**src/rtl/pkt_tx_arbiter_if.sv**
```systemverilog
// rtl/pkt_tx_arbiter_if.sv - source beat and MAC pkt_tx signal bundle for pkt_tx_arbiter
// Signals:
//   src0_*/src1_* : data[63:0], sop, eop, mod[2:0], val (source -> arbiter); rdy (arbiter -> source)
//   pkt_tx_*      : data[63:0], sop, eop, mod[2:0], val (arbiter -> MAC); full (MAC -> arbiter)
// Modports: master = arbiter side, slave = sources/MAC side.
interface pkt_tx_arbiter_if;
   logic [63:0] src0_data;
   logic        src0_sop;
   logic        src0_eop;
   logic [2:0]  src0_mod;
   logic        src0_val;
   logic        src0_rdy;
   logic [63:0] src1_data;
   logic        src1_sop;
   logic        src1_eop;
   logic [2:0]  src1_mod;
   logic        src1_val;
   logic        src1_rdy;
   logic [63:0] pkt_tx_data;
   logic        pkt_tx_sop;
   logic        pkt_tx_eop;
   logic [2:0]  pkt_tx_mod;
   logic        pkt_tx_val;
   logic        pkt_tx_full;

   modport master (
      input  src0_data, src0_sop, src0_eop, src0_mod, src0_val,
      output src0_rdy,
      input  src1_data, src1_sop, src1_eop, src1_mod, src1_val,
      output src1_rdy,
      output pkt_tx_data, pkt_tx_sop, pkt_tx_eop, pkt_tx_mod, pkt_tx_val,
      input  pkt_tx_full
   );

   modport slave (
      output src0_data, src0_sop, src0_eop, src0_mod, src0_val,
      input  src0_rdy,
      output src1_data, src1_sop, src1_eop, src1_mod, src1_val,
      input  src1_rdy,
      input  pkt_tx_data, pkt_tx_sop, pkt_tx_eop, pkt_tx_mod, pkt_tx_val,
      output pkt_tx_full
   );
endinterface

```
**src/rtl/pkt_tx_arbiter.sv**
```systemverilog
// rtl/pkt_tx_arbiter.sv - packet-granular two-source round-robin arbiter for the MAC TX packet interface
// Ports:
//   clk_156, async_reset_n : clock and asynchronous active-low reset
//   bus (master)           : source beats/rdy and registered MAC pkt_tx_* outputs, pkt_tx_full input
//   grant[1:0]             : registered one-hot owner (01 = src0, 10 = src1, 00 = idle)
//   srcN_pkt_cnt           : packets forwarded from source N
//   srcN_drop_cnt          : beats discarded from source N
//   wdog_err               : sticky beats-per-packet watchdog flag
// Optional feature macro: PKT_TX_ARB_STATS_EN (statistics counters; outputs tie to 0 when undefined).
module pkt_tx_arbiter #(
   parameter int CNT_W     = 32,
   parameter int MAX_BEATS = 1200
) (
   input  logic             clk_156,
   input  logic             async_reset_n,
   pkt_tx_arbiter_if.master bus,
   output logic [1:0]       grant,
   output logic [CNT_W-1:0] src0_pkt_cnt,
   output logic [CNT_W-1:0] src1_pkt_cnt,
   output logic [CNT_W-1:0] src0_drop_cnt,
   output logic [CNT_W-1:0] src1_drop_cnt,
   output logic             wdog_err
);
   localparam int            BW      = $clog2(MAX_BEATS + 1);
   localparam logic [BW-1:0] WD_LAST = BW'(MAX_BEATS - 1);

   typedef enum logic [1:0] {IDLE = 2'd0, OWN0 = 2'd1, OWN1 = 2'd2} state_t;

   state_t        state_q;
   logic          last_q;
   logic [BW-1:0] beat_cnt_q;
   logic [1:0]    grant_q;
   logic          wdog_q;
   logic [63:0]   data_q;
   logic          sop_q;
   logic          eop_q;
   logic [2:0]    mod_q;
   logic          val_q;

   logic          rdy0_d, rdy1_d;
   logic          own_val, own_sop, own_eop;
   logic [63:0]   own_data;
   logic [2:0]    own_mod;
   logic          own_acc, first_beat, wd_hit;
   logic          req0, req1;
   logic [1:0]    drop_d;
   logic [1:0]    pkt_done_d;

   // The owner sees MAC backpressure; a non-owner is only ever offered
   // acceptance for non-sop beats, which are strays to be discarded.
   always_comb begin
      rdy0_d = !bus.src0_sop;
      rdy1_d = !bus.src1_sop;
      if (state_q == OWN0) rdy0_d = !bus.pkt_tx_full;
      if (state_q == OWN1) rdy1_d = !bus.pkt_tx_full;
   end

   assign bus.src0_rdy = rdy0_d;
   assign bus.src1_rdy = rdy1_d;

   always_comb begin
      own_val  = 1'b0;
      own_sop  = bus.src0_sop;
      own_eop  = bus.src0_eop;
      own_data = bus.src0_data;
      own_mod  = bus.src0_mod;
      if (state_q == OWN0) begin
         own_val = bus.src0_val;
      end else if (state_q == OWN1) begin
         own_val  = bus.src1_val;
         own_sop  = bus.src1_sop;
         own_eop  = bus.src1_eop;
         own_data = bus.src1_data;
         own_mod  = bus.src1_mod;
      end
   end

   assign own_acc    = own_val && !bus.pkt_tx_full;
   assign first_beat = (beat_cnt_q == '0);
   assign wd_hit     = own_acc && !own_eop && (beat_cnt_q == WD_LAST);
   assign req0       = bus.src0_val && bus.src0_sop;
   assign req1       = bus.src1_val && bus.src1_sop;

   // A drop is either a discarded stray beat or a repeated sop inside an owned packet.
   assign drop_d[0] = (state_q != OWN0) ? (bus.src0_val && rdy0_d)
                                        : (own_acc && own_sop && !first_beat);
   assign drop_d[1] = (state_q != OWN1) ? (bus.src1_val && rdy1_d)
                                        : (own_acc && own_sop && !first_beat);
   assign pkt_done_d[0] = (state_q == OWN0) && own_acc && own_eop;
   assign pkt_done_d[1] = (state_q == OWN1) && own_acc && own_eop;

   always_ff @(posedge clk_156 or negedge async_reset_n) begin
      if (!async_reset_n) begin
         state_q    <= IDLE;
         last_q     <= 1'b1;
         beat_cnt_q <= '0;
         grant_q    <= 2'b00;
         wdog_q     <= 1'b0;
         data_q     <= '0;
         sop_q      <= 1'b0;
         eop_q      <= 1'b0;
         mod_q      <= 3'd0;
         val_q      <= 1'b0;
      end else begin
         val_q <= own_acc;
         if (own_acc) begin
            data_q <= own_data;
            sop_q  <= own_sop && first_beat;
            eop_q  <= own_eop || wd_hit;
            mod_q  <= wd_hit ? 3'd0 : own_mod;
         end
         case (state_q)
            IDLE: begin
               beat_cnt_q <= '0;
               // On a tie the source that did not finish the last packet wins.
               if (req0 && (!req1 || last_q)) begin
                  state_q <= OWN0;
                  grant_q <= 2'b01;
               end else if (req1) begin
                  state_q <= OWN1;
                  grant_q <= 2'b10;
               end
            end
            OWN0, OWN1: begin
               if (own_acc) begin
                  if (own_eop || wd_hit) begin
                     state_q    <= IDLE;
                     grant_q    <= 2'b00;
                     last_q     <= (state_q == OWN1);
                     beat_cnt_q <= '0;
                  end else begin
                     beat_cnt_q <= beat_cnt_q + BW'(1);
                  end
                  if (wd_hit) wdog_q <= 1'b1;
               end
            end
            default: begin
               state_q <= IDLE;
               grant_q <= 2'b00;
            end
         endcase
      end
   end

   assign bus.pkt_tx_data = data_q;
   assign bus.pkt_tx_sop  = sop_q;
   assign bus.pkt_tx_eop  = eop_q;
   assign bus.pkt_tx_mod  = mod_q;
   assign bus.pkt_tx_val  = val_q;
   assign grant           = grant_q;
   assign wdog_err        = wdog_q;

`ifdef PKT_TX_ARB_STATS_EN
   logic [CNT_W-1:0] pkt0_q, pkt1_q, drop0_q, drop1_q;

   always_ff @(posedge clk_156 or negedge async_reset_n) begin
      if (!async_reset_n) begin
         pkt0_q  <= '0;
         pkt1_q  <= '0;
         drop0_q <= '0;
         drop1_q <= '0;
      end else begin
         if (pkt_done_d[0]) pkt0_q  <= pkt0_q + CNT_W'(1);
         if (pkt_done_d[1]) pkt1_q  <= pkt1_q + CNT_W'(1);
         if (drop_d[0])     drop0_q <= drop0_q + CNT_W'(1);
         if (drop_d[1])     drop1_q <= drop1_q + CNT_W'(1);
      end
   end

   assign src0_pkt_cnt  = pkt0_q;
   assign src1_pkt_cnt  = pkt1_q;
   assign src0_drop_cnt = drop0_q;
   assign src1_drop_cnt = drop1_q;
`else
   logic unused_stats;
   assign unused_stats  = ^{drop_d, pkt_done_d};
   assign src0_pkt_cnt  = '0;
   assign src1_pkt_cnt  = '0;
   assign src0_drop_cnt = '0;
   assign src1_drop_cnt = '0;
`endif
endmodule

```
**src/flat_wrapper.sv**
```systemverilog
// flat-port wrapper written by rule: the top's interface ports become plain ports
module pkt_tx_arbiter_flat 
#(
   parameter int CNT_W     = 32,
   parameter int MAX_BEATS = 1200
)
  (clk_156, async_reset_n, grant, src0_pkt_cnt, src1_pkt_cnt, src0_drop_cnt, src1_drop_cnt, wdog_err, bus_src0_data, bus_src0_sop, bus_src0_eop, bus_src0_mod, bus_src0_val, bus_src0_rdy, bus_src1_data, bus_src1_sop, bus_src1_eop, bus_src1_mod, bus_src1_val, bus_src1_rdy, bus_pkt_tx_data, bus_pkt_tx_sop, bus_pkt_tx_eop, bus_pkt_tx_mod, bus_pkt_tx_val, bus_pkt_tx_full);
  pkt_tx_arbiter_if bus_i ();
  input  logic clk_156;
  input  logic async_reset_n;
  output logic [1:0] grant;
  output logic [CNT_W-1:0] src0_pkt_cnt;
  output logic [CNT_W-1:0] src1_pkt_cnt;
  output logic [CNT_W-1:0] src0_drop_cnt;
  output logic [CNT_W-1:0] src1_drop_cnt;
  output logic wdog_err;
  input wire logic [$bits(bus_i.src0_data)-1:0] bus_src0_data;
  input wire logic [$bits(bus_i.src0_sop)-1:0] bus_src0_sop;
  input wire logic [$bits(bus_i.src0_eop)-1:0] bus_src0_eop;
  input wire logic [$bits(bus_i.src0_mod)-1:0] bus_src0_mod;
  input wire logic [$bits(bus_i.src0_val)-1:0] bus_src0_val;
  output wire logic [$bits(bus_i.src0_rdy)-1:0] bus_src0_rdy;
  input wire logic [$bits(bus_i.src1_data)-1:0] bus_src1_data;
  input wire logic [$bits(bus_i.src1_sop)-1:0] bus_src1_sop;
  input wire logic [$bits(bus_i.src1_eop)-1:0] bus_src1_eop;
  input wire logic [$bits(bus_i.src1_mod)-1:0] bus_src1_mod;
  input wire logic [$bits(bus_i.src1_val)-1:0] bus_src1_val;
  output wire logic [$bits(bus_i.src1_rdy)-1:0] bus_src1_rdy;
  output wire logic [$bits(bus_i.pkt_tx_data)-1:0] bus_pkt_tx_data;
  output wire logic [$bits(bus_i.pkt_tx_sop)-1:0] bus_pkt_tx_sop;
  output wire logic [$bits(bus_i.pkt_tx_eop)-1:0] bus_pkt_tx_eop;
  output wire logic [$bits(bus_i.pkt_tx_mod)-1:0] bus_pkt_tx_mod;
  output wire logic [$bits(bus_i.pkt_tx_val)-1:0] bus_pkt_tx_val;
  input wire logic [$bits(bus_i.pkt_tx_full)-1:0] bus_pkt_tx_full;
  assign bus_i.src0_data = bus_src0_data;
  assign bus_i.src0_sop = bus_src0_sop;
  assign bus_i.src0_eop = bus_src0_eop;
  assign bus_i.src0_mod = bus_src0_mod;
  assign bus_i.src0_val = bus_src0_val;
  assign bus_src0_rdy = bus_i.src0_rdy;
  assign bus_i.src1_data = bus_src1_data;
  assign bus_i.src1_sop = bus_src1_sop;
  assign bus_i.src1_eop = bus_src1_eop;
  assign bus_i.src1_mod = bus_src1_mod;
  assign bus_i.src1_val = bus_src1_val;
  assign bus_src1_rdy = bus_i.src1_rdy;
  assign bus_pkt_tx_data = bus_i.pkt_tx_data;
  assign bus_pkt_tx_sop = bus_i.pkt_tx_sop;
  assign bus_pkt_tx_eop = bus_i.pkt_tx_eop;
  assign bus_pkt_tx_mod = bus_i.pkt_tx_mod;
  assign bus_pkt_tx_val = bus_i.pkt_tx_val;
  assign bus_i.pkt_tx_full = bus_pkt_tx_full;
  pkt_tx_arbiter #(.CNT_W(CNT_W), .MAX_BEATS(MAX_BEATS)) u_core (.clk_156(clk_156), .async_reset_n(async_reset_n), .bus(bus_i), .grant(grant), .src0_pkt_cnt(src0_pkt_cnt), .src1_pkt_cnt(src1_pkt_cnt), .src0_drop_cnt(src0_drop_cnt), .src1_drop_cnt(src1_drop_cnt), .wdog_err(wdog_err));
endmodule
```
**config.mk**
```make
export PLATFORM = sky130hd
export DESIGN_NAME = pkt_tx_arbiter_flat
export DESIGN_NICKNAME = d
export VERILOG_FILES = /design/src/rtl/pkt_tx_arbiter_if.sv /design/src/rtl/pkt_tx_arbiter.sv /design/src/flat_wrapper.sv
export SDC_FILE = /design/constraint.sdc
export NUM_CORES = 1
export LEC_CHECK = 0
export ABC_AREA = 1
export CELL_PAD_IN_SITES_DETAIL_PLACEMENT = 0
export CELL_PAD_IN_SITES_GLOBAL_PLACEMENT = 2
export CORE_MARGIN = 2
export CORE_UTILIZATION = 20
export DETAILED_ROUTE_END_ITERATION = 10
export PLACE_DENSITY = 0.95
export SYNTH_ARGS = -nofsm -noshare
export SYNTH_HDL_FRONTEND = slang
export SYNTH_SLANG_ARGS = --single-unit
export TNS_END_PERCENT = 5
```
**constraint.sdc**
```tcl
create_clock -name clk_156 -period 5.4 [get_ports clk_156]
set_clock_uncertainty 0.2 [all_clocks]
set_input_delay 0.54 -clock clk_156 [delete_from_list [all_inputs] [get_ports clk_156]]
set_output_delay 0.54 -clock clk_156 [all_outputs]
set_load 0.005 [all_outputs]
```
## Word level (Yosys, flattened, before mapping)

Cells that the tools add are included.

- Input port bits: 143
- Bits in registers: 85

- Multiplexer cells: 21
- Eq/ne operators: 6
- Add/sub/neg operators: 1
- Reductions and logical operators: 22

Operator list:

| cell | count |
|---|---|
| two-way mux 64 bit | 2 |
| two-way mux 11 bit | 2 |
| one-hot mux 11 bit (2 select lines) | 1 |
| adder 11 x 1 -> 11 bit (second input constant) | 1 |
| equality test 11 bit (second input constant) | 1 |
| zero test 11 bit | 1 |
| two-way mux 3 bit | 3 |
| AND reduction 3 bit | 3 |
| two-way mux 1 bit | 8 |
| two-way mux 2 bit | 4 |
| logical AND 1 bit | 7 |
| zero test 1 bit | 5 |
| != test 2 x 1 -> 1 bit (second input constant) | 2 |
| one-hot mux 2 bit (2 select lines) | 1 |
| != test 3 x 1 -> 1 bit (second input constant) | 1 |
| equality test 2 x 1 -> 1 bit (second input constant) | 1 |
| equality test 2 bit (second input constant) | 1 |
| zero test 2 bit | 1 |
| logical OR 1 bit | 2 |
| AND reduction 2 bit | 1 |
| nonzero test 2 bit | 1 |
| OR reduction 2 bit | 1 |

## Logic depth before layout (Yosys ltp)

Gate-level depths: netlist of the first run.

- Word-level depth: 10
- Mapped depth: 13

## Worst setup path after synthesis of the first run

Ideal clock, no wire load.

- Path kind: register to register
- Start point: reg u_core.grant[1] (netlist name)
- End point: reg u_core.beat_cnt_q[2]
- Slack: 3539 ps
- Period minus slack after synthesis: 1861 ps
- Library setup time: 120 ps
- Data arrival time: 1541 ps
- Path buffers: 1
- Stages on the path, launching flop included: 12
- Cells stage by stage: dfrtp_1 -> inv_1 -> ha_1 -> nor2_2 -> nand2_1 -> nand2_2 -> nand2_1 -> nand2_1 -> buf_4 -> inv_2 -> nor2_4 -> nor2_1

RTL lines:

| item | RTL line | source |
|---|---|---|
| end signal, assigned | pkt_tx_arbiter.sv:132 | `beat_cnt_q <= beat_cnt_q + BW'(1);` |
| end, declared | pkt_tx_arbiter.sv:31 | `logic [BW-1:0] beat_cnt_q;` |

==> metrics.md, run 1 <==
| Metric | Value |
|---|---|
| Synthesis-stage register bit count | 85 |
| CTS max path bufs | 2 |
| DIE AREA | 27400 sq um |
| Register share of total power | 30.6% |
| Number of fill cells | 2827 |
| Relative slew slack | 47.4% |
| Synthesized cell area | 5220 sq um |
| Internal cell power | 2.14 mW |
| CTS tree | done |
| Cts hold-fix bufs | 0 |
| Leakage | 3.36 nW |
| Layout cells sized above 1 | 3.25% |
| Endpoints failing setup | 0 |
| CTS Sinks | 85 |
| DR WL/cell | 12.5 um |
| Routability Congestion | 0.734 |
| First-pass GRT wire length | 22100 um |
| Status | finished clean |
| Placeable Area | 25800 sq um |
| Vias/cell | 3.79 |
| Worst setup path category | flop to flop |
| Fin crit share | 55.3% |
| Initial DRC count | 266 |
| WP data required | 5430 ps |
| Area growth syn-to-layout | 44.0% |
| CP Max Fanout | 73 |
| CTS buffer count | 9 |
| Max frequency | 335 MHz |
| DRT Pass-1 Iters | 4 |
| Ant. Diodes | 0 |
| Clock latency at the later pin of the worst-skew pair | 340 ps |
| Remaining antenna violation count | 0 |
| Hold WC Path Type | input port to async pin |
| Multi-input combinational cell area | 2330 sq um |
| Post-synthesis sequential area ratio | 40.8% |
| Net Sw Frac | 38.8% |
| Initial Utilization | 20.2% |
| Yosys warning total | 0 |
| NumNets Final | 1035 |
| HPWL Detailed | 11000 um |
| Post-synthesis cell count | 686 |
| Vias in the first global route | 4122 |
| TNS Setup | 0 ps |
| Io pins | 346 |
| Largest net degree at the start of global routing | 74 |
| Slew Viols, Final | 0 |
| Time the worst path needs with I/O delays and setup | 2980 ps |
| Comb power frac | 50.0% |
| Post-CTS repair timing setup buffer count | 0 |
| MaxCap Viol Count | 0 |
| Worst vdd rail ir drop | 0.000201 V |
| H-tree Lvls | 3 |
| Root Driver | clkbuf_16 |
| Mean post-synth cell area | 7.61 sq um |
| Port Buffers | 217 |
| Die width | 166 um |
| Layout Utilization | 29.1% |
| Slew @ Worst Pin | 789 ps |
| Clock power frac | 19.4% |
| Seq. cell area | 2130 sq um |
| Final hold vios | 0 |
| Via count | 4647 |
| Resize count post-CTS | 0 |
| Clock Pin Slew Worst Setup and Hold Paths | 70 ps |
| Critical path arrival | 3020 ps |
| Power Density | 465 nW/um^2 |
| P_sw | 1.36 mW |
| Post-synth cell types | 25 |
| Critical Path Source Type | flop |
| Die Height | 166 um |
| FP Rows | 59 |
| Final WL | 15300 um |
| GRT overflow | 0 |
| Initial antenna violation count | 0 |
| Post-route DRC | 0 |
| Worst setup startpoint | u_core.grant[1] |
| GRT Total Usage | 10.6% |
| RSZ-0062 raised after global routing | false |
| Setup crit end kind | flop |
| Reg2reg start | u_core.grant[1] |
cell usage in the layout, fill, tap and decap left out, drive strengths merged:
master         count
o21bai             2
buf                6
a21oi              1
dfrtp             84
dfstp              1
xor2               1
conb             128
clkinv             2
o21ai              9
clkbuf             9
and3               1
clkdlybuf4s50    216
nand2            205
ha                 6
nand4              4
bufinv             1
inv               33
nand3             21
nor3               3
nor2              92
o22ai              1
a31oi             64
clkinvlp           1
critical path, cell delays in order, from the launching register on:
cell and delay (ps):
dfrtp_1 450, inv_1 110, ha_1 330, nand3_1 180
nand2_4 580, nand2_1 100, nand2_1 490, inv_2 150
nor2_4 210, nor2_1 60
stage by stage:
step                      power, mW  area, sq um  worst slack, ps  hold slack [ps]  instances
final                          3.49         7510             2420             6.18       1226
after global routing           3.82         7510             2020             52.7       1226
after CTS                      3.57         7510             2350             44.9       1226
after detailed placement       2.86         7200             2180              251       1210
after global placement         2.85         7200             2180              248       1210
after floorplan                2.02         5690             3540             44.4        813
kinds of logic (layout without fill, tap and decap cells):
kind of cell	count (synthesis)	in the layout	share of synthesized area [%]
compound gates	77	77	9.11
xor+xnor	1	1	0.168
other cells	1	128	0.0719
flops	85	85	40.8
simple gates	326	326	24.5
fa+ha+maj	6	6	1.44
buf+inv	190	268	23.9
path summary, 6_finish.rpt:
path,cells after the start,to,slack (ps)
max reg2reg,9,u_core.beat_cnt_q[5],2420
min in group clk_156,2,u_core.last_q,260
min reg2reg,2,u_core.last_q,260
max,9,u_core.beat_cnt_q[5],2420
min,1,u_core.bus.pkt_tx_data[0],6
max in group asynchronous,2,u_core.bus.pkt_tx_data[27],3970
layer usage:
layer  wire length (um)  global-route usage (%)
met5                  0                       0
met4                152                    2.39
met3               1220                    3.05
met2               7290                    17.9
met1               6630                    13.3
power by group through the flow:
stage	clock [mW]	sequential (mW)	combinational, mW
2_1_floorplan	0	1.09	0.933
3_3_place_gp	0	1.07	1.78
3_5_place_dp	0	1.09	1.78
4_1_cts	0.712	1.08	1.78
5_1_grt	0.734	1.11	1.98
6_report	0.678	1.07	1.75
flip-flops by register name (all words and copies together), names as in the netlist:
| register | cells |
|---|---|
| u_core.bus.pkt_tx_eop | 1 |
| u_core.bus.pkt_tx_mod | 3 |
| u_core.bus.pkt_tx_sop | 1 |
| u_core.bus.pkt_tx_data | 64 |
| u_core.wdog_err | 1 |
| u_core.last_q | 1 |
| u_core.bus.pkt_tx_val | 1 |
| u_core.grant | 2 |
| u_core.beat_cnt_q | 11 |
cells in the mapped netlist:
library cell / count / share of area [%]
nand2_1: 204 / 15
buf_4: 136 / 20
nor2_1: 90 / 6.5
dfrtp_1: 84 / 40
a31oi_1: 64 / 7.7
inv_1: 29 / 2.1
nand3_1: 21 / 2.0
buf_2: 19 / 1.8
o21ai_0: 8 / 0.77
ha_1: 6 / 1.4
clkbuf_1: 5 / 0.36
nand4_1: 4 / 0.48
nor3_1: 3 / 0.29
o21bai_1: 2 / 0.29
a21oi_1: 1 / 0.096
and3_1: 1 / 0.12
conb_1: 1 / 0.072
dfstp_2: 1 / 0.50
inv_2: 1 / 0.072
nand2_2: 1 / 0.12
nor2_2: 1 / 0.12
nor2_4: 1 / 0.22
o21ai_2: 1 / 0.17
o22ai_1: 1 / 0.12
xor2_1: 1 / 0.17
area by class of cell:
cell class                 count  area share [%]
timing repair buffer         222            29.4
clock inverter                 7            1.22
inverter                      30            1.50
clock buffer                   9            3.00
multi-input combinational    538            31.0
sequential                    85            28.3
tap                          335            5.58
(Power assumes the default switching activity.)
==> run 2, diff against run 1 <==
--- a/config.mk
+++ b/config.mk
@@ -9,9 +9,9 @@
 export CELL_PAD_IN_SITES_DETAIL_PLACEMENT = 0
 export CELL_PAD_IN_SITES_GLOBAL_PLACEMENT = 2
 export CORE_MARGIN = 2
-export CORE_UTILIZATION = 20
+export CORE_UTILIZATION = 16
 export DETAILED_ROUTE_END_ITERATION = 10
-export PLACE_DENSITY = 0.95
+export PLACE_DENSITY = 0.84
 export SYNTH_ARGS = -nofsm -noshare
 export SYNTH_HDL_FRONTEND = slang
 export SYNTH_SLANG_ARGS = --single-unit
==> constraint.sdc (replaced) <==
create_clock -name clk_156 -period 2.4 [get_ports clk_156]
set_clock_uncertainty 0.2 [all_clocks]
set_input_delay 0.24 -clock clk_156 [delete_from_list [all_inputs] [get_ports clk_156]]
set_output_delay 0.24 -clock clk_156 [all_outputs]
set_load 0.005 [all_outputs]
==> run 2 against run 1 <==
Clock power up 130%. Worst setup slack worse by 2300 ps. Cell count up 9.6%. Sequential power up 120%. Register-to-register slack worse by 2100 ps. Combinational power up 140%. Total power up 130%. Die area up 24%. Clock-buffer cell count unchanged. Non-clock buffer count up 11. First-iteration DRC count down 39%. Critical endpoint is now bus_src1_rdy. Largest cell class is now buffers. Largest power group unchanged.
==> metrics.md, run 2 (synthesis results as in run 1) <==
| Metric | Value |
|---|---|
| Net Sw Frac | 38.7% |
| First-pass GRT wire length | 24300 um |
| Number of fill cells | 3598 |
| Critical Path Source Type | flop |
| CTS tree | done |
| Ant. Diodes | 0 |
| Final hold vios | 0 |
| Max frequency | 437 MHz |
| Leakage | 3.43 nW |
| Port Buffers | 217 |
| FP Rows | 66 |
| Register share of total power | 29.7% |
| Endpoints failing setup | 0 |
| RSZ-0062 raised after global routing | false |
| Clock latency at the later pin of the worst-skew pair | 350 ps |
| Worst vdd rail ir drop | 0.000456 V |
| GRT overflow | 0 |
| CP Max Fanout | 4 |
| MaxCap Viol Count | 0 |
| Remaining antenna violation count | 0 |
| CTS Sinks | 85 |
| Initial Utilization | 16.2% |
| Fin crit share | 95.4% |
| WP data required | 1960 ps |
| Initial DRC count | 162 |
| GRT Total Usage | 9.37% |
| Area growth syn-to-layout | 49.2% |
| Clock Pin Slew Worst Setup and Hold Paths | 70 ps |
| Setup crit end kind | output port |
| Vias/cell | 3.48 |
| Power Density | 1040 nW/um^2 |
| Die width | 185 um |
| Design Power | 8.10 mW |
| Comb power frac | 51.4% |
| Clock power frac | 18.9% |
| Via count | 4683 |
| Hold WC Path Type | input port to async pin |
| CTS max path bufs | 2 |
| Status | finished clean |
| Placeable Area | 32300 sq um |
| Layout cells sized above 1 | 4.43% |
| Internal cell power | 4.96 mW |
| Slew Viols, Final | 0 |
| Final WL | 16500 um |
| Routability Congestion | 0.740 |
| H-tree Lvls | 3 |
| CTS buffer count | 9 |
| Worst setup path category | flop to output port |
| Io pins | 346 |
| DIE AREA | 34100 sq um |
| Critical path arrival | 1850 ps |
| Time the worst path needs with I/O delays and setup | 2290 ps |
| DRT Pass-1 Iters | 4 |
| HPWL Detailed | 12500 um |
| Leading cell type in the layout, fill and taps excluded | clkdlybuf4s50_1 |
| DR WL/cell | 12.3 um |
| Vias in the first global route | 4357 |
| NumNets Final | 1046 |
| Largest net degree at the start of global routing | 87 |
| Commonest cells after routing, fill and taps aside | clkdlybuf4s50_1, nand2_1, conb_1, nor2_1, dfrtp_1 |
| Layout Utilization | 24.1% |
| Post-route DRC | 0 |
| Largest register FFs | 64 |
| TNS Setup | 0 ps |
| Initial antenna violation count | 0 |
| Root Driver | clkbuf_16 |
| P_sw | 3.13 mW |
| Die Height | 185 um |
| Hold Slack | 200 ps |
run 2: metrics by stage:
stage,setup WS (ps),area [sq um],instances
after floorplan,539,5690,813
after global placement,283,7450,1327
after detailed placement,217,7450,1327
after CTS,53.3,7780,1344
after global routing,2.02,7780,1344
final,110,7780,1344
run 2: final cells by class:
class | count | area [sq um] | share of cell area, %
Inverter | 30 | 113 | 1.45
Timing Repair Buffer | 233 | 2340 | 30.1
Tap cell | 442 | 553 | 7.10
Sequential cell | 85 | 2130 | 27.3
Clock buffer | 9 | 225 | 2.89
Clock inverter | 7 | 92.6 | 1.19
Multi-Input combinational cell | 538 | 2330 | 29.9
run 2: final timing paths:
check                             startpoint                          to  slack [ps]  depth (start not counted)
max reg2reg                  u_core.grant[0]   u_core.bus.pkt_tx_data[4]         270                          9
min reg2reg                    u_core.last_q               u_core.last_q         270                          2
min                            async_reset_n  u_core.bus.pkt_tx_data[49]         200                          2
max                          u_core.grant[0]                bus_src1_rdy         110                          4
max in group asynchronous      async_reset_n               u_core.last_q        1030                          3
min in group clk_156       bus_src0_data[33]  u_core.bus.pkt_tx_data[33]         240                          3
run 2: power groups by stage:
stage	registers [mW]	clock network [mW]	logic (mW)
finish	2.40	1.53	4.16
floorplan	2.45	0	2.10
global route	2.50	1.69	4.66
global placement	2.41	0	4.25
detailed placement	2.44	0	4.27
CTS	2.42	1.62	4.28
run 2: metal layers:
| metal | track usage, % | wire (um) | vias to the layer above |
|---|---|---|---|
| met5 | 0 | 0 | - |
| met4 | 2.46 | 176 | 0 |
| met3 | 2.51 | 1170 | 13 |
| met2 | 16.9 | 8350 | 213 |
| met1 | 10.8 | 6850 | 2108 |
| li1 | - | - | 2349 |
run 2: repair_timing:
action                     CTS  global route
setup buffers                0             0
setup endpoints to repair    0             1
hold buffers                 1             0
gates resized for setup      0             1
hold endpoints to repair    27             0
run 2: critical path, cell delays in order (launching register included):
cell	delay (ps)
dfrtp_1	410
inv_1	110
ha_1	260
o21ai_0	180
clkdlybuf4s50_1	550
==> run 3, diff against run 2 <==
--- a/config.mk
+++ b/config.mk
@@ -9,9 +9,10 @@
 export CELL_PAD_IN_SITES_DETAIL_PLACEMENT = 0
 export CELL_PAD_IN_SITES_GLOBAL_PLACEMENT = 2
 export CORE_MARGIN = 2
-export CORE_UTILIZATION = 16
+export CORE_UTILIZATION = 17
+export CTS_BUF_LIST = sky130_fd_sc_hd__clkbuf_4
 export DETAILED_ROUTE_END_ITERATION = 10
-export PLACE_DENSITY = 0.84
+export PLACE_DENSITY = 0.88
 export SYNTH_ARGS = -nofsm -noshare
 export SYNTH_HDL_FRONTEND = slang
 export SYNTH_SLANG_ARGS = --single-unit
==> run 3 against run 2 <==
Design area down 2.2%. Non-clock buffer count up 3. First-iteration DRC count up 11%. Critical path type is now flop to flop. Cell count down 3.1%. Worst hold slack worse by 88 ps. Core utilization up 0.91 points. Clock-buffer cell count up 1. Global-route usage up 0.36 points. Via count about the same. Sequential cell count unchanged.
==> metrics.md, run 3 (synthesis results as in run 1) <==
| Metric | Value |
|---|---|
| Fin crit share | 89.6% |
| Largest register FFs | 64 |
| Design Power | 7.54 mW |
| Buffers and inverters on the worst path | 4 |
| Critical Path, Cell by Cell | inv_1, ha_2, inv_1, nor2_4, nand2_1, nand2_4, buf_12, buf_12, nor2_1, a31oi_1 |
| DIE AREA | 32100 sq um |
| Worst path max stage delay | 400 ps |
| Vias/cell | 3.59 |
| Post-route DRC | 0 |
| Placed Instance Area | 7390 sq um |
| NumNets Final | 1049 |
| TNS Setup | 0 ps |
| Port Buffers | 217 |
| Power Density | 990 nW/um^2 |
| Hold Slack | 112 ps |
| Largest net degree at the start of global routing | 55 |
| CP Max Fanout | 53 |
| Flop-to-flop setup slack | 250 ps |
| Relative slew slack | 52.7% |
| Register share of total power | 31.8% |
| P_sw | 2.99 mW |
| Critical Path Source Type | flop |
| Die width | 179 um |
| MaxCap Viol Count | 0 |
| Clock latency at the later pin of the worst-skew pair | 460 ps |
| Final WS setup | 249 ps |
| Worst setup path category | flop to flop |
| First-pass GRT wire length | 23600 um |
| Leakage | 3.39 nW |
| Slew @ Worst Pin | 708 ps |
| Die Height | 179 um |
| Initial antenna violation count | 1 |
| Slowest cell on the critical path | dfrtp_1 |
| Reg2reg end | u_core.bus.pkt_tx_data[33] |
| Via count | 4679 |
| Clock power frac | 13.1% |
| HPWL Detailed | 12200 um |
| Max frequency | 465 MHz |
| Net Sw Frac | 39.6% |
| WP data required | 2580 ps |
| Vias in the first global route | 4366 |
| DR WL/cell | 12.4 um |
| Worst vdd rail ir drop | 0.000312 V |
| Slew Viols, Final | 0 |
| RSZ-0062 raised after global routing | false |
| Layout cells sized above 1 | 4.75% |
| Fin area | 7610 sq um |
| Initial DRC count | 180 |
| Setup crit end kind | flop |
| Leading cell type in the layout, fill and taps excluded | clkdlybuf4s50_1 |
| Hold WC Path Type | input port to async pin |
| Final hold vios | 0 |
| Final WL | 16100 um |
| Reg2reg start | u_core.grant[0] |
| Critical path arrival | 2330 ps |
| GRT Total Usage | 9.72% |
| Time the worst path needs with I/O delays and setup | 2150 ps |
| CTS tree | done |
| Root Driver | clkbuf_4 |
| Crit path max-delay family | buffers and inverters |
| Placement Setup Slack | 185 ps |
| DRT Pass-1 Iters | 4 |
| Placeable Area | 30400 sq um |
| Clock Pin Slew Worst Setup and Hold Paths | 150 ps |
| Commonest cells after routing, fill and taps aside | clkdlybuf4s50_1, nand2_1, conb_1, nor2_1, dfrtp_1 |
| H-tree Lvls | 3 |
| CTS buffer count | 9 |
| CTS Sinks | 85 |
| Internal cell power | 4.55 mW |
| Initial Utilization | 17.1% |
| Comb power frac | 55.1% |
| Area growth syn-to-layout | 45.9% |
| FP Rows | 64 |
| Status | finished clean |
| Register-to-Register Path Depth | 10 |
| GRT overflow | 0 |
| Io pins | 346 |
| CTS max path bufs | 2 |
| Remaining antenna violation count | 0 |
| Routability Congestion | 0.732 |
| Endpoints failing setup | 0 |
run 3: cell types whose count changed in the layout (fill, tap and decap cells not counted), moves of 2 or more:
| cell | delta |
|---|---|
| clkdlybuf4s50_1 | -2 |
| clkinvlp_4 | -2 |
| clkbuf_4 | +10 |
| clkinv_2 | +2 |
| buf_4 | +2 |
| clkinv_4 | +2 |
| clkbuf_16 | -9 |
| inv_8 | -2 |
run 3: power groups by stage:
| stage | Clock [mW] | Combinational, mW | Sequential [mW] |
|---|---|---|---|
| global placement | 0 | 4.21 | 2.42 |
| detailed placement | 0 | 4.22 | 2.44 |
| global route | 1.13 | 4.68 | 2.49 |
| CTS | 1.08 | 4.27 | 2.41 |
| finish | 0.986 | 4.15 | 2.40 |
| floorplan | 0 | 2.10 | 2.45 |
run 3: layer usage:
| layer | GRT usage, % | routed length, um |
|---|---|---|
| met1 | 11.2 | 6470 |
| met3 | 2.69 | 1370 |
| met4 | 2.62 | 169 |
| met2 | 17.5 | 8130 |
| met5 | 0 | 0 |
run 3: worst register-to-register path: stages (launching register included):
cell	delay, ps
dfrtp_1	400
inv_1	100
ha_2	210
inv_1	70
nor2_4	110
nand2_1	100
nand2_4	80
buf_12	230
buf_12	310
nor2_1	90
a31oi_1	150
run 3: timing repair:
item | 4_1_cts | 5_1_grt
setup buffers | 3 | 0
hold buffers | 2 | 0
gates resized for setup | 4 | 2
hold endpoints to repair | 85 | 0
endpoints found under the setup margin | 2 | 2
run 3: worst max-delay path by stage:
stage                                       endpoint  cells after the start             from  slack (ps)
after global routing      u_core.bus.pkt_tx_data[33]                     10  u_core.grant[0]          10
after global placement    u_core.bus.pkt_tx_data[28]                      8  u_core.grant[1]         250
after CTS                               bus_src1_rdy                      5  u_core.grant[0]          10
final                     u_core.bus.pkt_tx_data[33]                     10  u_core.grant[0]         250
after detailed placement  u_core.bus.pkt_tx_data[25]                      8  u_core.grant[1]         190
after floorplan                 u_core.beat_cnt_q[2]                     11  u_core.grant[1]         540
run 3: through the flow:
step                      utilization [%]  instances
after floorplan                         -        813
after global placement               24.3       1280
after detailed placement             24.3       1280
after CTS                            25.0       1301
after global routing                 25.0       1302
final                                25.0       1302
run 3: final cells by class:
| class | instances | area, sq um |
|---|---|---|
| timing repair buffer | 236 | 2370 |
| multi-input combinational | 538 | 2340 |
| tap | 396 | 495 |
| antenna | 1 | 2.50 |
| sequential | 85 | 2130 |
| fill | 3391 | 22800 |
| clock inverter | 6 | 87.6 |
| inverter | 30 | 113 |
| clock buffer | 10 | 75.1 |
